`config.mk`:
```
export PLATFORM = sky130hd
export DESIGN_NAME = time_param_timer
export DESIGN_NICKNAME = d
export VERILOG_FILES = /design/src/rtl/time_param_timer.sv
export SDC_FILE = /design/constraint.sdc
export NUM_CORES = 1
export LEC_CHECK = 0
export BUFFER_PORTS_ARGS = -buffer_cell sky130_fd_sc_hd__buf_2
export CAP_MARGIN = 30
export CELL_PAD_IN_SITES_DETAIL_PLACEMENT = 1
export CELL_PAD_IN_SITES_GLOBAL_PLACEMENT = 1
export CORE_MARGIN = 3
export CORE_UTILIZATION = 48
export CTS_BUF_LIST = sky130_fd_sc_hd__clkbuf_8
export DETAILED_ROUTE_END_ITERATION = 6
export PLACE_DENSITY = 0.92
export SLEW_MARGIN = 20
export SYNTH_ARGS = -nofsm -noshare
export SYNTH_HDL_FRONTEND = slang
export SYNTH_SLANG_ARGS = --single-unit
```
`constraint.sdc`:
```
create_clock -name clk -period 3.8 [get_ports clk]
set_input_delay 0.38 -clock clk [delete_from_list [all_inputs] [get_ports clk]]
set_output_delay 0.38 -clock clk [all_outputs]
set_load 0.02 [all_outputs]
```
`src/rtl/time_param_timer.sv`:
```
// Reprogrammable store of NUM_PARAMS clamped time parameters with registered
// readback, plus a countdown timer loaded from a selected parameter and run on 1 Hz ticks.
module time_param_timer #(
  parameter int NUM_PARAMS = 4,
  parameter int TIME_W     = 4,
  parameter int SEL_W      = 2,
  parameter logic [NUM_PARAMS*TIME_W-1:0] DEFAULTS = 16'h4236,
  parameter int MIN_TIME   = 1,
  parameter int MAX_TIME   = 15
) (
  input  logic              clk,
  input  logic              reset,
  input  logic              tick_1hz,
  input  logic [SEL_W-1:0]  selector,
  output logic [TIME_W-1:0] t_value_output,
  input  logic              reprogram,
  input  logic [SEL_W-1:0]  selector_reprogram,
  input  logic [TIME_W-1:0] t_value_input,
  input  logic              start,
  output logic              busy,
  output logic [TIME_W-1:0] remaining,
  output logic              expired,
  output logic              sel_error
);
  localparam logic [TIME_W-1:0] MIN_V = TIME_W'(MIN_TIME);
  localparam logic [TIME_W-1:0] MAX_V = TIME_W'(MAX_TIME);
  localparam logic [SEL_W:0]    NUM_V = (SEL_W+1)'(NUM_PARAMS);

  typedef enum logic {IDLE = 1'b0, RUN = 1'b1} state_t;

  state_t            state_q;
  logic [TIME_W-1:0] param_q [NUM_PARAMS];
  logic [TIME_W-1:0] param_d [NUM_PARAMS];
  logic [TIME_W-1:0] t_value_q;
  logic [TIME_W-1:0] remaining_q;
  logic              busy_q;
  logic              expired_q;
  logic              sel_error_q;
  logic              rd_valid_s;
  logic              wr_valid_s;

  // Compared one bit wider so full-range limits never make a comparison trivially constant.
  function automatic logic [TIME_W-1:0] clamp_time(input logic [TIME_W-1:0] v);
    logic [TIME_W:0] w;
    w = {1'b0, v};
    if (w < {1'b0, MIN_V}) begin
      return MIN_V;
    end else if (w > {1'b0, MAX_V}) begin
      return MAX_V;
    end else begin
      return v;
    end
  endfunction

  assign rd_valid_s = ({1'b0, selector} < NUM_V);
  assign wr_valid_s = ({1'b0, selector_reprogram} < NUM_V);

  // A write to a nonexistent index saturates every parameter so the fault shows in timing.
  always_comb begin
    param_d = param_q;
    if (reprogram && wr_valid_s) begin
      param_d[selector_reprogram] = clamp_time(t_value_input);
    end else if (reprogram) begin
      for (int i = 0; i < NUM_PARAMS; i++) begin
        param_d[i] = MAX_V;
      end
    end else begin
      param_d = param_q;
    end
  end

  // Parameter storage, readback and countdown FSM; loads use pre-write parameter values.
  always_ff @(posedge clk or posedge reset) begin
    if (reset) begin
      for (int i = 0; i < NUM_PARAMS; i++) begin
        param_q[i] <= DEFAULTS[i*TIME_W +: TIME_W];
      end
      state_q     <= IDLE;
      t_value_q   <= '0;
      remaining_q <= '0;
      busy_q      <= 1'b0;
      expired_q   <= 1'b0;
      sel_error_q <= 1'b0;
    end else begin
      param_q     <= param_d;
      t_value_q   <= rd_valid_s ? param_q[selector] : '0;
      sel_error_q <= start && !rd_valid_s;
      expired_q   <= 1'b0;
      case (state_q)
        IDLE: begin
          if (start && rd_valid_s) begin
            state_q     <= RUN;
            remaining_q <= param_q[selector];
            busy_q      <= 1'b1;
          end
        end
        RUN: begin
          if (start && rd_valid_s) begin
            remaining_q <= param_q[selector];
          end else if (tick_1hz) begin
            if (remaining_q == TIME_W'(1)) begin
              state_q     <= IDLE;
              remaining_q <= '0;
              busy_q      <= 1'b0;
              expired_q   <= 1'b1;
            end else begin
              remaining_q <= remaining_q - TIME_W'(1);
            end
          end
        end
        default: begin
          state_q     <= IDLE;
          remaining_q <= '0;
          busy_q      <= 1'b0;
        end
      endcase
    end
  end

  assign t_value_output = t_value_q;
  assign remaining      = remaining_q;
  assign busy           = busy_q;
  assign expired        = expired_q;
  assign sel_error      = sel_error_q;
endmodule

```
==> results.tsv <==
stage	metric	value	unit
finish	final_cell_mix	buf_2 (22), dfrtp_1 (21), mux2_2 (13)	
sta	hold_viol_final	0	
floorplanning	die_y	55.74	um
worst_setup_path	cp.arrival	1720	ps
grt	grt_max_degree	28	
finish	final_common_cell	buf_2	
power_and_ir_drop	clkPwrFrac	21.1	%
power_and_ir_drop	ir_worst_vdd	0.0002871	V
clock_tree	cts_setup_buffers	0	
placed_design	dpl_cell_area	0.001325	mm2
worst_setup_path	setup.worst_path.start	remaining[1]	
yosys	synth_top_area_cell	dfrtp_1	
sta	fmax	632.6	MHz
grt	grt_pass1_vias	841	
route	drcViolationCount	0	
yosys	ys_warn_count	0	
power_and_ir_drop	p_switching	212.3	uW
power_and_ir_drop	intPower	508.0	uW
grt	antenna_found_initial	0	
finish	finalNonFillerCells	145	
yosys	syn_nets	106	
floorplanning	ios	24	
worst_setup_path	criticalPathCategory	register to register	
finish	nets	133	
power_and_ir_drop	p_comb_share	25.2	%
floorplanning	row_count	17	
power_and_ir_drop	pwr_density_cell	519.6	mW/mm2
finish	syn2layout_area_growth	16.75	%
clock_tree	clkLatencyLatePin	260	ps
power_and_ir_drop	switching_share	29.48	%
floorplanning	die_area	0.003106	mm2
route	num_vias	811	
placed_design	dp_slack	2210	ps
finish	utilization	60.91	%
sta	final_max_slew_viol_count	0	
sta	fin_tns_setup	0	ps
clock_tree	cts-root-buf	clkbuf_8	
grt	grt_usage	16.39	%
run	drv_cap	0	
grt	grt_pass1_wl	3995	um
route	drt_wl_total	2361	um
placed_design	gp_congestion	0.7675	
yosys	ys_seq_elements	27	
yosys	avgSynthCellArea	13.05	um2
worst_setup_path	r2r-start	remaining[1]	
finish	finalInstanceArea	0.001386	mm2
worst_hold_path	hold_class	primary input to async pin	
yosys	synth_seq_area_share	57.53	%
power_and_ir_drop	seqPwrFrac	53.7	%
sta	finClkSkew	4.444	ps
placed_design	dp_hpwl	1864	um
power_and_ir_drop	p_leak	0.6211	nW
power_and_ir_drop	total_power	720.3	uW
finish	drive_gt1_share	44.44	%
finish	diodes	0	
yosys	yosys-top-cells-area	dfrtp_1 (44%), dfstp_2 (13%), mux2_2 (12%)	
sta	worstMarginPinSlew	751.3	ps
sta	finalSetupViolations	0	
floorplanning	dieWidth	55.74	um
floorplanning	start_util	52.17	%
clock_tree	cts_sinks	27	
sta	whs	88.35	ps
placed_design	dp.cells	140	
route	drt_pass1_iterations	4	
placed_design	io_buffers	22	
sta	setup_slack	2219	ps
route	routedWlPerCell	16.28	um
clock_tree	cts.path.max_buffers	2	
sta	maxSlewHeadroom	49.80	%
yosys	syn_area	0.001187	mm2
worst_setup_path	end_kind	register	
worst_setup_path	cp_max_fo	4	
route	ant_nets	0	
sta	grt_setup_unrepaired	false	
clock_tree	cts_made_buffers	3	
clock_tree	cts_tree	built	
sta	fin_crit_sh	41.60	%
route	avgViaCountPerCell	5.593	
route	drtIter0Drc	13	
clock_tree	ctsHoldBuffers	0	
clock_tree	cts_resized	0	
worst_setup_path	start_kind	register	
yosys	syn_inst	91	
outcome	outcome	complete, no violations	
grt	globalRouteOverflowTotal	0	
floorplanning	core_region_area	0.002276	mm2
worst_setup_path	required	3940	ps
sta	post-route-min-period	1581	ps
yosys	synth.distinct_cells	25	
yosys	yosysTopAreaCellShare	44.26	%
clock_tree	path_clk_slew	90	ps
worst_setup_path	r2r_setup_slack	2220	ps
clock_tree	cts_max_level	1	
[power by group through the flow]
stage,Sequential [mW],Clock (mW),Combinational (mW)
final,0.387,0.152,0.181
after global routing,0.396,0.173,0.202
after CTS,0.387,0.159,0.183
after detailed placement,0.393,0,0.181
after global placement,0.387,0,0.172
after floorplan,0.411,0,0.0955
[layer usage]
| metal | up-vias | track usage [%] | share of wire [%] |
|---|---|---|---|
| met5 | - | 0 | 0 |
| met4 | 0 | 6.250 | 0.51 |
| met3 | 2 | 2.088 | 4.7 |
| met2 | 20 | 29.05 | 53 |
| met1 | 415 | 20.25 | 41 |
| li1 | 374 | - | - |
[final timing paths]
kind	end	cells after the start
worst min-delay path	state_q	2
worst max register to register	busy	5
worst min register to register	param_q[8]	2
worst max-delay path	busy	5
min in group clk	expired	2
max in group asynchronous	param_q[8]	3
[state kept, by name (all words and copies together), names as in the netlist]
| register | cells |
|---|---|
| busy | 1 |
| state_q | 1 |
| expired | 1 |
| param_q | 16 |
| t_value_output | 4 |
| remaining | 4 |
[Yosys cell counts]
cell / instances
a21o_1: 1
a21oi_1: 4
a31oi_1: 2
buf_4: 1
conb_1: 1
dfrtp_1: 21
dfstp_2: 6
ha_1: 2
inv_1: 4
mux2_2: 13
mux2i_1: 1
mux4_2: 4
nand2_1: 6
nand2b_1: 1
nand3_1: 2
nand3b_1: 2
nor2_1: 6
nor3_1: 2
nor3b_1: 2
o21ai_0: 4
o41ai_1: 1
or3_1: 2
or3_2: 1
or3b_2: 1
or4_1: 1
[kinds of logic (layout without fill, tap and decap cells)]
| logic type | Yosys count | count (layout) | synth area share [%] |
|---|---|---|---|
| AO/OA/AOI/OAI | 12 | 12 | 5.796 |
| adder cells (fa/ha/maj) | 2 | 2 | 2.107 |
| buffers and inverters | 5 | 31 | 1.897 |
| flip-flops | 27 | 27 | 57.53 |
| multiplexers | 18 | 18 | 20.76 |
| other | 1 | 1 | 0.3158 |
| AND/OR/NAND/NOR | 26 | 26 | 11.59 |
[final cells by class]
type,count,area (um2)
Clock buffer,3,41.29
Timing Repair Buffer,23,125.1
Inverter,4,15.01
Tap cell,28,35.03
Multi-Input combinational cell,59,481.7
Clock inverter,1,5.005
Fill cell,237,889.6
Sequential cell,27,683.2
[critical path, stage by stage (launching register included)]
cell and delay [ps]:
dfrtp_1 410, inv_1 110, ha_1 180, or3b_2 470, o21ai_0 180, a21oi_1 110
(Power assumes the default switching activity.)
